===== src/rtl/dmem_result_monitor_if.sv =====
// CPU data-memory write port as seen by the result monitor.
// The CPU side drives it; the monitor only snoops.
interface dmem_result_monitor_if;
  logic [31:0] d_mem_addr;
  logic [31:0] d_mem_wdata;
  logic [3:0]  d_mem_wen;

  modport master (
    output d_mem_addr,
    output d_mem_wdata,
    output d_mem_wen
  );

  modport slave (
    input d_mem_addr,
    input d_mem_wdata,
    input d_mem_wen
  );
endinterface


===== src/rtl/dmem_result_monitor.sv =====
// Snoops CPU word stores into a result window and checks them against
// preloaded expected values once the program writes its completion flag.
module dmem_result_monitor #(
  parameter int          RESULT_BASE    = 512,
  parameter int          NUM_RESULTS    = 6,
  parameter int          IDX_W          = 3,
  parameter int          DONE_ADDR      = 768,
  parameter logic [31:0] DONE_VALUE     = 32'h1,
  parameter int          TIMEOUT_CYCLES = 10000,
  parameter int          CNT_W          = 32
) (
  input  logic                   clk,
  input  logic                   rst_n,
  dmem_result_monitor_if.slave   bus,
  input  logic                   exp_wr_en,
  input  logic [IDX_W-1:0]       exp_wr_idx,
  input  logic [31:0]            exp_wr_data,
  input  logic [IDX_W-1:0]       rd_idx,
  output logic [31:0]            rd_data,
  output logic [NUM_RESULTS-1:0] captured_mask,
  output logic                   busy,
  output logic                   done,
  output logic                   pass,
  output logic                   timeout,
  output logic [IDX_W:0]         fail_count,
  output logic [IDX_W-1:0]       first_fail_idx,
  output logic [CNT_W-1:0]       cycle_count
);

  localparam logic [31:0]      BASE    = 32'(RESULT_BASE);
  localparam logic [31:0]      SPAN    = 32'(4 * NUM_RESULTS);
  localparam logic [31:0]      DADDR   = 32'(DONE_ADDR);
  localparam logic [CNT_W-1:0] TO_LAST = CNT_W'(TIMEOUT_CYCLES - 1);
  localparam logic [IDX_W:0]   NUM     = (IDX_W + 1)'(NUM_RESULTS);
  localparam logic [IDX_W-1:0] LAST    = IDX_W'(NUM_RESULTS - 1);

  typedef enum logic [1:0] {
    S_RUN,
    S_CHECK,
    S_DONE
  } state_t;

  state_t state;
  state_t state_nx;

  logic [31:0]            res  [NUM_RESULTS];
  logic [31:0]            expv [NUM_RESULTS];
  logic [NUM_RESULTS-1:0] mask;
  logic [IDX_W-1:0]       chk_idx;
  logic [IDX_W:0]         fails;
  logic [IDX_W-1:0]       first;
  logic                   to_flag;
  logic [CNT_W-1:0]       cyc_cnt;

  logic [31:0]      off;
  logic             full;
  logic             in_win;
  logic [IDX_W-1:0] slot;
  logic             done_st;
  logic             to_hit;
  logic             exp_ok;
  logic             slot_bad;
  logic             is_run;
  logic             is_chk;

  assign is_run = (state == S_RUN);
  assign is_chk = (state == S_CHECK);

  // Only full-word stores count, both for capture and for the flag.
  assign full = (bus.d_mem_wen == 4'b1111);
  assign off  = bus.d_mem_addr - BASE;
  assign slot = off[IDX_W+1:2];

  assign in_win = full
               && (bus.d_mem_addr >= BASE)
               && (off < SPAN)
               && (off[1:0] == 2'b00);

  assign done_st = full
                && (bus.d_mem_addr == DADDR)
                && (bus.d_mem_wdata == DONE_VALUE);

  assign to_hit = (cyc_cnt == TO_LAST);
  assign exp_ok = exp_wr_en && ({1'b0, exp_wr_idx} < NUM);

  assign slot_bad = !mask[chk_idx]
                 || (res[chk_idx] != expv[chk_idx]);

  always_ff @(posedge clk) begin
    if (!rst_n) begin
      state <= S_RUN;
    end else begin
      state <= state_nx;
    end
  end

  always_comb begin
    state_nx = state;
    unique case (state)
      S_RUN: begin
        if (done_st || to_hit) begin
          state_nx = S_CHECK;
        end
      end
      S_CHECK: begin
        if (chk_idx == LAST) begin
          state_nx = S_DONE;
        end
      end
      S_DONE: begin
        state_nx = S_DONE;
      end
      default: begin
        state_nx = S_RUN;
      end
    endcase
  end

  always_ff @(posedge clk) begin
    if (!rst_n) begin
      for (int i = 0; i < NUM_RESULTS; i++) begin
        res[i]  <= '0;
        expv[i] <= '0;
      end
      mask    <= '0;
      chk_idx <= '0;
      fails   <= '0;
      first   <= '0;
      to_flag <= 1'b0;
      cyc_cnt <= '0;
    end else begin
      if (is_run) begin
        if (cyc_cnt != '1) begin
          cyc_cnt <= cyc_cnt + 1'b1;
        end
        if (in_win) begin
          res[slot]  <= bus.d_mem_wdata;
          mask[slot] <= 1'b1;
        end
        if (exp_ok) begin
          expv[exp_wr_idx] <= exp_wr_data;
        end
        // A flag store on the timeout edge still counts as a clean finish.
        if (to_hit && !done_st) begin
          to_flag <= 1'b1;
        end
      end
      if (is_chk) begin
        chk_idx <= chk_idx + 1'b1;
        if (slot_bad) begin
          fails <= fails + 1'b1;
          if (fails == '0) begin
            first <= chk_idx;
          end
        end
      end
    end
  end

  always_comb begin
    rd_data = '0;
    if ({1'b0, rd_idx} < NUM) begin
      rd_data = res[rd_idx];
    end
  end

  assign captured_mask  = mask;
  assign busy           = (state != S_DONE);
  assign done           = (state == S_DONE);
  assign pass           = done && (fails == '0) && !to_flag;
  assign timeout        = to_flag;
  assign fail_count     = fails;
  assign first_fail_idx = first;
  assign cycle_count    = cyc_cnt;

endmodule


===== src/flat_wrapper.sv =====
// flat-port wrapper written by rule: the top's interface ports become plain ports
module dmem_result_monitor_flat 
#(
  parameter int          RESULT_BASE    = 512,
  parameter int          NUM_RESULTS    = 6,
  parameter int          IDX_W          = 3,
  parameter int          DONE_ADDR      = 768,
  parameter logic [31:0] DONE_VALUE     = 32'h1,
  parameter int          TIMEOUT_CYCLES = 10000,
  parameter int          CNT_W          = 32
)
  (clk, rst_n, exp_wr_en, exp_wr_idx, exp_wr_data, rd_idx, rd_data, captured_mask, busy, done, pass, timeout, fail_count, first_fail_idx, cycle_count, bus_d_mem_addr, bus_d_mem_wdata, bus_d_mem_wen);
  dmem_result_monitor_if bus_i ();
  input  logic clk;
  input  logic rst_n;
  input  logic exp_wr_en;
  input  logic [IDX_W-1:0] exp_wr_idx;
  input  logic [31:0] exp_wr_data;
  input  logic [IDX_W-1:0] rd_idx;
  output logic [31:0] rd_data;
  output logic [NUM_RESULTS-1:0] captured_mask;
  output logic busy;
  output logic done;
  output logic pass;
  output logic timeout;
  output logic [IDX_W:0] fail_count;
  output logic [IDX_W-1:0] first_fail_idx;
  output logic [CNT_W-1:0] cycle_count;
  input wire logic [$bits(bus_i.d_mem_addr)-1:0] bus_d_mem_addr;
  input wire logic [$bits(bus_i.d_mem_wdata)-1:0] bus_d_mem_wdata;
  input wire logic [$bits(bus_i.d_mem_wen)-1:0] bus_d_mem_wen;
  assign bus_i.d_mem_addr = bus_d_mem_addr;
  assign bus_i.d_mem_wdata = bus_d_mem_wdata;
  assign bus_i.d_mem_wen = bus_d_mem_wen;
  dmem_result_monitor #(.RESULT_BASE(RESULT_BASE), .NUM_RESULTS(NUM_RESULTS), .IDX_W(IDX_W), .DONE_ADDR(DONE_ADDR), .DONE_VALUE(DONE_VALUE), .TIMEOUT_CYCLES(TIMEOUT_CYCLES), .CNT_W(CNT_W)) u_core (.clk(clk), .rst_n(rst_n), .bus(bus_i), .exp_wr_en(exp_wr_en), .exp_wr_idx(exp_wr_idx), .exp_wr_data(exp_wr_data), .rd_idx(rd_idx), .rd_data(rd_data), .captured_mask(captured_mask), .busy(busy), .done(done), .pass(pass), .timeout(timeout), .fail_count(fail_count), .first_fail_idx(first_fail_idx), .cycle_count(cycle_count));
endmodule

===== config.mk =====
export PLATFORM = sky130hd
export DESIGN_NAME = dmem_result_monitor_flat
export DESIGN_NICKNAME = d
export VERILOG_FILES = /design/src/rtl/dmem_result_monitor_if.sv /design/src/rtl/dmem_result_monitor.sv /design/src/flat_wrapper.sv
export SDC_FILE = /design/constraint.sdc
export NUM_CORES = 1
export LEC_CHECK = 0
export BUFFER_PORTS_ARGS = -buffer_cell sky130_fd_sc_hd__buf_2
export CAP_MARGIN = 10
export CORE_MARGIN = 2
export CORE_UTILIZATION = 35
export DETAILED_ROUTE_END_ITERATION = 8
export GPL_ROUTABILITY_DRIVEN = 1
export PLACE_DENSITY = 0.61
export SLEW_MARGIN = 20
export SYNTH_ARGS = -nofsm -noshare
export SYNTH_HDL_FRONTEND = slang
export SYNTH_SLANG_ARGS = --single-unit

===== constraint.sdc =====
create_clock -name clk -period 9.9 [get_ports clk]
set_clock_uncertainty 0.2 [all_clocks]
set_input_delay 1.98 -clock clk [delete_from_list [all_inputs] [get_ports clk]]
set_output_delay 1.98 -clock clk [all_outputs]
set_load 0.02 [all_outputs]

==> out/results.txt, run 1 <==
CP required = 7.72 ns
HP Class = register to register
total core area = 74200 µm²
fin crit share = 0.651
Area Overhead vs Synth = 17.6%
average cell area after synthesis = 14.3 µm²
Vias/cell = 5.24
ys flop type = edfxtp_1
Netlist cell types = 61
cells after synthesis = 1831
CTS Sinks = 566
Post-synth EDFFs = 512
vias in the first global route = 17161
Design Area, Final = 30800 µm²
synth top area cells = edfxtp_1 59%, mux4_2 11%, dfxtp_1 4.1%, and2_1 3.9%, xnor2_1 3.5%
dpl cell area = 28700 µm²
FFs w/ async S/R, synth = 0
Synth Area in Simple Gates = 0.128
Buffers on Ports = 189
H-tree levels = 2
Lkg Pwr = 12.0 nW
fin crit period = 6.44 ns
Relative slew margins = 0.292
sequential fraction of the synthesis area = 0.629
worst skew pair latency = 0.64 ns
grt total ovfl = 0
Post-Synth XOR/XNOR Area = 0.0529
crit-path cells = buf_4 -> buf_4 -> mux4_2 -> inv_1 -> o22ai_1 -> buf_2
Hold-fix buffers, CTS = 0
CTS tree = done
worst slack at placement = 3.40 ns
RSZ-0062 raised after global routing = false
dpl hpwl = 48100 µm
Post-layout nets = 2258
DRT Pass-1 Iters = 5
Placed Instances = 3045
Hold Fails Final Rpt = 0
I/O pin cnt = 190
Post-Route Utilization = 0.415
drt initial violations = 1576
GRT Util Overall = 0.198
initial core utilization = 0.353
most frequent cells after synthesis = 512 x edfxtp_1, 161 x and2_1, 151 x nor2_1, 128 x mux4_2, 105 x xnor2_1
final setup slack of the worst path = 3.46 ns
Vias = 16569
final wirelength = 76800 µm
fraction of layout cells with a size suffix above 1 = 0.211
final setup TNS = 0 ns
routed length per instance = 24.3 µm
Worst Path Max Fanout = 35
final cell count without fillers = 3162
antenna violations before repair = 11
Routed Antenna Nets = 0
top-count cell post-synth = edfxtp_1
largest net degree at the start of global routing = 59
startpoint class of the critical path = input port
global-route wire length before repair = 112000 µm
Num CTS Buffers = 61
Synth area leader = edfxtp_1
post-CTS sizing = 0
Achievable Freq = 155 MHz
Critical Path Most Common Cell = buf_4
critical path endpoint category = output pin
Die H = 277 µm
Pwr Density = 174 nW/µm²
max cap viols = 0
die area = 77000 µm²
drt drc = 0
row count = 100
largest family of logic cells by synthesized area = simple AND/OR/NAND/NOR gates
root buf cell = clkbuf_16
YS warnings = 0
worst slew pin tran = 1.06 ns
Final setup viols = 0
WP data arrival = 4.26 ns
crit-path max cell delay = 0.75 ns
Critical Path Slowest Stage Cell = buf_4
# fillers = 6862
CTS clk-pin slew, worst paths = 0.05 ns
chip width = 277 µm
Final Max Tran Viols = 0
clock buffer depth = 3
Synth Area in Compound Gates = 0.0271
CP Class = input port to output pin
Worst VDD drop = 0.130 mV
Setup Fix Bufs, Post-CTS = 0
post-synthesis mux area share = 0.128
post-synthesis adder-cell area fraction = 0.00478
post-synth top area share = 0.588
gpl congestion = 0.812
Synth Register Bits = 566
status = completed
Synth Cell Area = 26200 µm²
flip-flops by register name, summed over array words and instances, names as in the netlist, named ones only:
register               cells
u_core.timeout             1
u_core.expv              256
u_core.chk_idx             3
u_core.first_fail_idx      3
u_core.cycle_count        32
u_core.fail_count          4
u_core.captured_mask       6
u_core.res               256
u_core.state               2
metal layers:
| metal | vias to the layer above | part of all wire | global-route usage |
|---|---|---|---|
| met4 | 20 | 0.030 | 0.0634 |
| met3 | 142 | 0.080 | 0.0441 |
| li1 | 7298 | - | - |
| met1 | 8420 | 0.39 | 0.248 |
| met2 | 689 | 0.50 | 0.338 |
| met5 | - | 0.0015 | 0 |
logic make-up after synthesis:
logic type	Yosys count
adder cells (fa/ha/maj)	10
multiplexers	174
buffers and inverters	196
other	1
AO/OA/AOI/OAI	100
flip-flops	566
AND/OR/NAND/NOR	626
XOR/XNOR	158
critical path, delay by kind of cell:
kind	cells	cell delay (ns)
AO/OA/AOI/OAI	1	0.08
multiplexers	1	0.60
buffers and inverters	4	1.52
report_power, final:
part / switching, mW / internal, mW
clock: 0.959 / 1.40
combinational: 0.206 / 0.101
sequential: 0.0289 / 2.67
total: 1.19 / 4.17
per-stage QoR:
step,hold WS [ns],power (mW)
global placement,0.245,3.05
floorplan,0.285,2.91
global route,0.291,5.52
detailed placement,0.258,3.06
finish,0.267,5.36
CTS,0.273,5.40
final timing paths:
path	from	slack, ns	cells after the start	endpoint
setup / recovery	rd_idx[0]	3.46	6	rd_data[5]
hold / removal	u_core.first_fail_idx[1]	0.27	2	u_core.first_fail_idx[1]
setup reg to reg	register	5.08	9	u_core.first_fail_idx[0]
hold reg to reg	u_core.first_fail_idx[1]	0.27	2	u_core.first_fail_idx[1]
layout by cell type (no fill, tap or decap), drive strengths merged, types with 4 or more instances in the layout:
| cell | synthesis | final |
|---|---|---|
| nor4 | 16 | 16 |
| clkinv | 1 | 28 |
| xor2 | 53 | 53 |
| or4 | 9 | 9 |
| ha | 10 | 10 |
| nand3 | 21 | 21 |
| nor4b | 5 | 5 |
| nand4b | 4 | 4 |
| and2 | 161 | 161 |
| buf | 30 | 223 |
| nor3b | 4 | 4 |
| nor2 | 151 | 151 |
| xnor2 | 105 | 105 |
| o22ai | 34 | 34 |
| a21boi | 5 | 5 |
| nand4 | 18 | 18 |
| o21ai | 10 | 10 |
| clkbuf | 75 | 77 |
| nand2 | 83 | 83 |
| or3 | 4 | 4 |
| and3 | 104 | 104 |
| edfxtp | 512 | 512 |
| a211oi | 4 | 4 |
| mux4 | 128 | 128 |
| bufinv | 0 | 9 |
| a21oi | 9 | 9 |
| conb | 1 | 128 |
| nor2b | 9 | 9 |
| nand2b | 4 | 4 |
| inv | 90 | 91 |
| a31oi | 6 | 6 |
| mux2i | 46 | 46 |
| nor3 | 27 | 27 |
| dfxtp | 54 | 54 |
area by class of cell:
type | count | area, µm² | share of cell area
flip-flops and latches | 566 | 16500 | 0.535
multi-input cells | 1196 | 9460 | 0.307
clock inverters | 37 | 448 | 0.0146
clock buffers | 77 | 1630 | 0.0529
well taps | 969 | 1210 | 0.0394
repair buffers | 223 | 1210 | 0.0392
diodes | 3 | 7.51 | 0.000244
inverters | 91 | 342 | 0.0111
Power figures use the tool's default switching activity.
==> inputs of run 2 (changes only) <==
- clock period: 9.9 -> 6.5 ns (I/O delays scaled with it)
==> run 2 against run 1 <==
- critical path type unchanged
- highest routed layer unchanged
- largest cell class unchanged
- core utilization down 0.083 points
- critical endpoint is now rd_data[20]
- sequential power up 52%
- total power up 50%
- final cell count down 0.13%
- non-clock buffer count up 3
- worst hold slack better by 0.0024 ns
==> out/results.txt, run 2 (synthesized netlist as in run 1, its figures left out) <==
status = completed
Achievable Freq = 206 MHz
Hold-fix buffers, CTS = 0 (unchanged)
DRT Pass-1 Iters = 5 (unchanged)
grt total ovfl = 0 (unchanged)
root buf cell = clkbuf_16
Buffers on Ports = 189 (unchanged)
row count = 100 (unchanged)
CTS clk-pin slew, worst paths = 0.06 ns (about the same)
chip width = 277 µm (unchanged)
Levels on crit path = 5 (-1)
fraction of layout cells with a size suffix above 1 = 0.209 (-0.00164)
CP required = 5.00 ns (-2.72 ns)
switch share = 0.223 (about the same)
Placed Instances = 3048 (+0.099%)
Relative slew margins = 0.231 (-0.0616)
crit-path cells = buf_4 -> mux4_2 -> inv_1 -> o22ai_1 -> buf_2
Hold Fails Final Rpt = 0 (unchanged)
Vias = 16572 (+0.018%)
sequential share of power = 0.510 (+0.007)
grt met2 use = 0.340 (+0.00244)
Num CTS Buffers = 59 (-3.3%)
Routed Antenna Nets = 0 (unchanged)
M3 GR Usage = 0.0354 (-0.00876)
vias in the first global route = 17259 (+0.57%)
Setup Fix Bufs, Post-CTS = 0 (unchanged)
antenna violations before repair = 12 (+1)
GRT Util Overall = 0.195 (-0.00203)
RSZ-0062 raised after global routing = false
I/O pin cnt = 190 (unchanged)
fin crit period = 4.85 ns
commonest non-fill, non-tap cell in the layout = edfxtp_1
max cap viols = 0 (unchanged)
global-route wire length before repair = 112000 µm (about the same)
Worst R2R Path Depth = 9 (unchanged)
Critical Path Slowest Stage Cell = buf_4
post-CTS sizing = 0 (unchanged)
gpl congestion = 0.869 (+7.0%)
Worst Hold Path Cells = 2 (unchanged)
Final setup viols = 0 (unchanged)
P_sw = 1.79 mW (+50%)
GR peak layer = met2
final setup TNS = 0 ns (unchanged)
# fillers = 6885 (+0.34%)
Area Overhead vs Synth = 17.4%
worst slew pin tran = 1.15 ns (+0.0923 ns)
startpoint class of the critical path = input port
crit-path max cell delay = 0.73 ns (-0.02 ns)
final cell count without fillers = 3158 (-0.13%)
met1 usage = 0.249 (+0.000377)
CTS tree = done
internal power = 6.26 mW (+50%)
CTS Sinks = 566 (unchanged)
WP data arrival = 3.35 ns (-0.91 ns)
cell family with most CP delay = buffers and inverters
clock buffer depth = 3 (unchanged)
final wirelength = 75600 µm (-1.6%)
H-tree levels = 2 (unchanged)
die area = 77000 µm² (unchanged)
Post-layout nets = 2259 (+0.044%)
routed length per instance = 23.9 µm (-1.4%)
worst skew pair latency = 0.65 ns (about the same)
total core area = 74200 µm² (unchanged)
fin crit share = 0.746
Die H = 277 µm (unchanged)
HP Class = register to register
Lkg Pwr = 12.0 nW (-0.23%)
initial core utilization = 0.353 (unchanged)
CP Class = input port to output pin
drt drc = 0 (unchanged)
Vias/cell = 5.25 (+0.14%)
Pwr Density = 262 nW/µm² (+51%)
dpl hpwl = 48700 µm (+1.2%)
Logic pwr share = 0.058 (about the same)
crit path buf inv count = 3 (-1)
Final Max Tran Viols = 0 (unchanged)
Worst Path Max Fanout = 45 (+29%)
Worst VDD drop = 0.205 mV (+58%)
largest net degree at the start of global routing = 81 (+37%)
critical path endpoint category = output pin
Clock Power Share = 0.432 (-0.007)
drt initial violations = 1458 (-7.5%)
most frequent cells in the layout = 512 x edfxtp_1, 187 x buf_2, 161 x and2_1
-- run 2: layout make-up --
cell class | instances | area [µm²] | share of cell area
Sequential cell | 566 | 16500 | 0.536
Multi-Input combinational cell | 1196 | 9450 | 0.308
Clock buffer | 76 | 1550 | 0.0505
Timing Repair Buffer | 226 | 1250 | 0.0408
Tap cell | 969 | 1210 | 0.0395
Clock inverter | 33 | 425 | 0.0139
Inverter | 91 | 342 | 0.0111
Antenna cell | 1 | 2.50 | 0.0000815
-- run 2: worst reg2reg max path: cells and delay by family, from the launching register on --
family                 cells  cell delay (ns)
AND/OR/NAND/NOR            2             0.35
XOR/XNOR                   1             0.22
AO/OA/AOI/OAI              3             1.71
multiplexers               2             0.76
flip-flops                 1             0.89
buffers and inverters      1             0.44
-- run 2: routing by layer --
layer | wire [µm] | up-vias
met5 | 98 | -
met4 | 2050 | 14
met3 | 5310 | 130
met2 | 37700 | 670
met1 | 30400 | 8461
li1 | - | 7297
-- run 2: worst paths after layout --
path	endpoint	slack [ns]	from
hold / removal	u_core.first_fail_idx[2]	0.27	u_core.first_fail_idx[2]
setup reg to reg	u_core.first_fail_idx[0]	1.80	register
setup / recovery	rd_data[20]	1.65	rd_idx[0]
hold reg to reg	u_core.first_fail_idx[2]	0.27	u_core.first_fail_idx[2]
-- run 2: power groups by stage --
stage | clock [mW] | combinational, mW | sequential (mW)
after CTS | 3.54 | 0.469 | 4.11
after global placement | 0 | 0.462 | 4.18
after floorplan | 0 | 0.252 | 4.17
after detailed placement | 0 | 0.467 | 4.19
final | 3.48 | 0.466 | 4.11
after global routing | 3.67 | 0.500 | 4.12
-- run 2: stage by stage --
stage | total power, mW | utilization | instance area, µm² | hold WS, ns | worst slack [ns]
2_1_floorplan | 4.43 | - | 26600 | 0.285 | 1.78
3_3_place_gp | 4.64 | 0.387 | 28700 | 0.247 | 1.19
3_5_place_dp | 4.65 | 0.387 | 28700 | 0.255 | 1.10
4_1_cts | 8.12 | 0.414 | 30700 | 0.266 | 1.65
5_1_grt | 8.29 | 0.414 | 30700 | 0.286 | 1.50
6_report | 8.05 | 0.414 | 30700 | 0.269 | 1.65
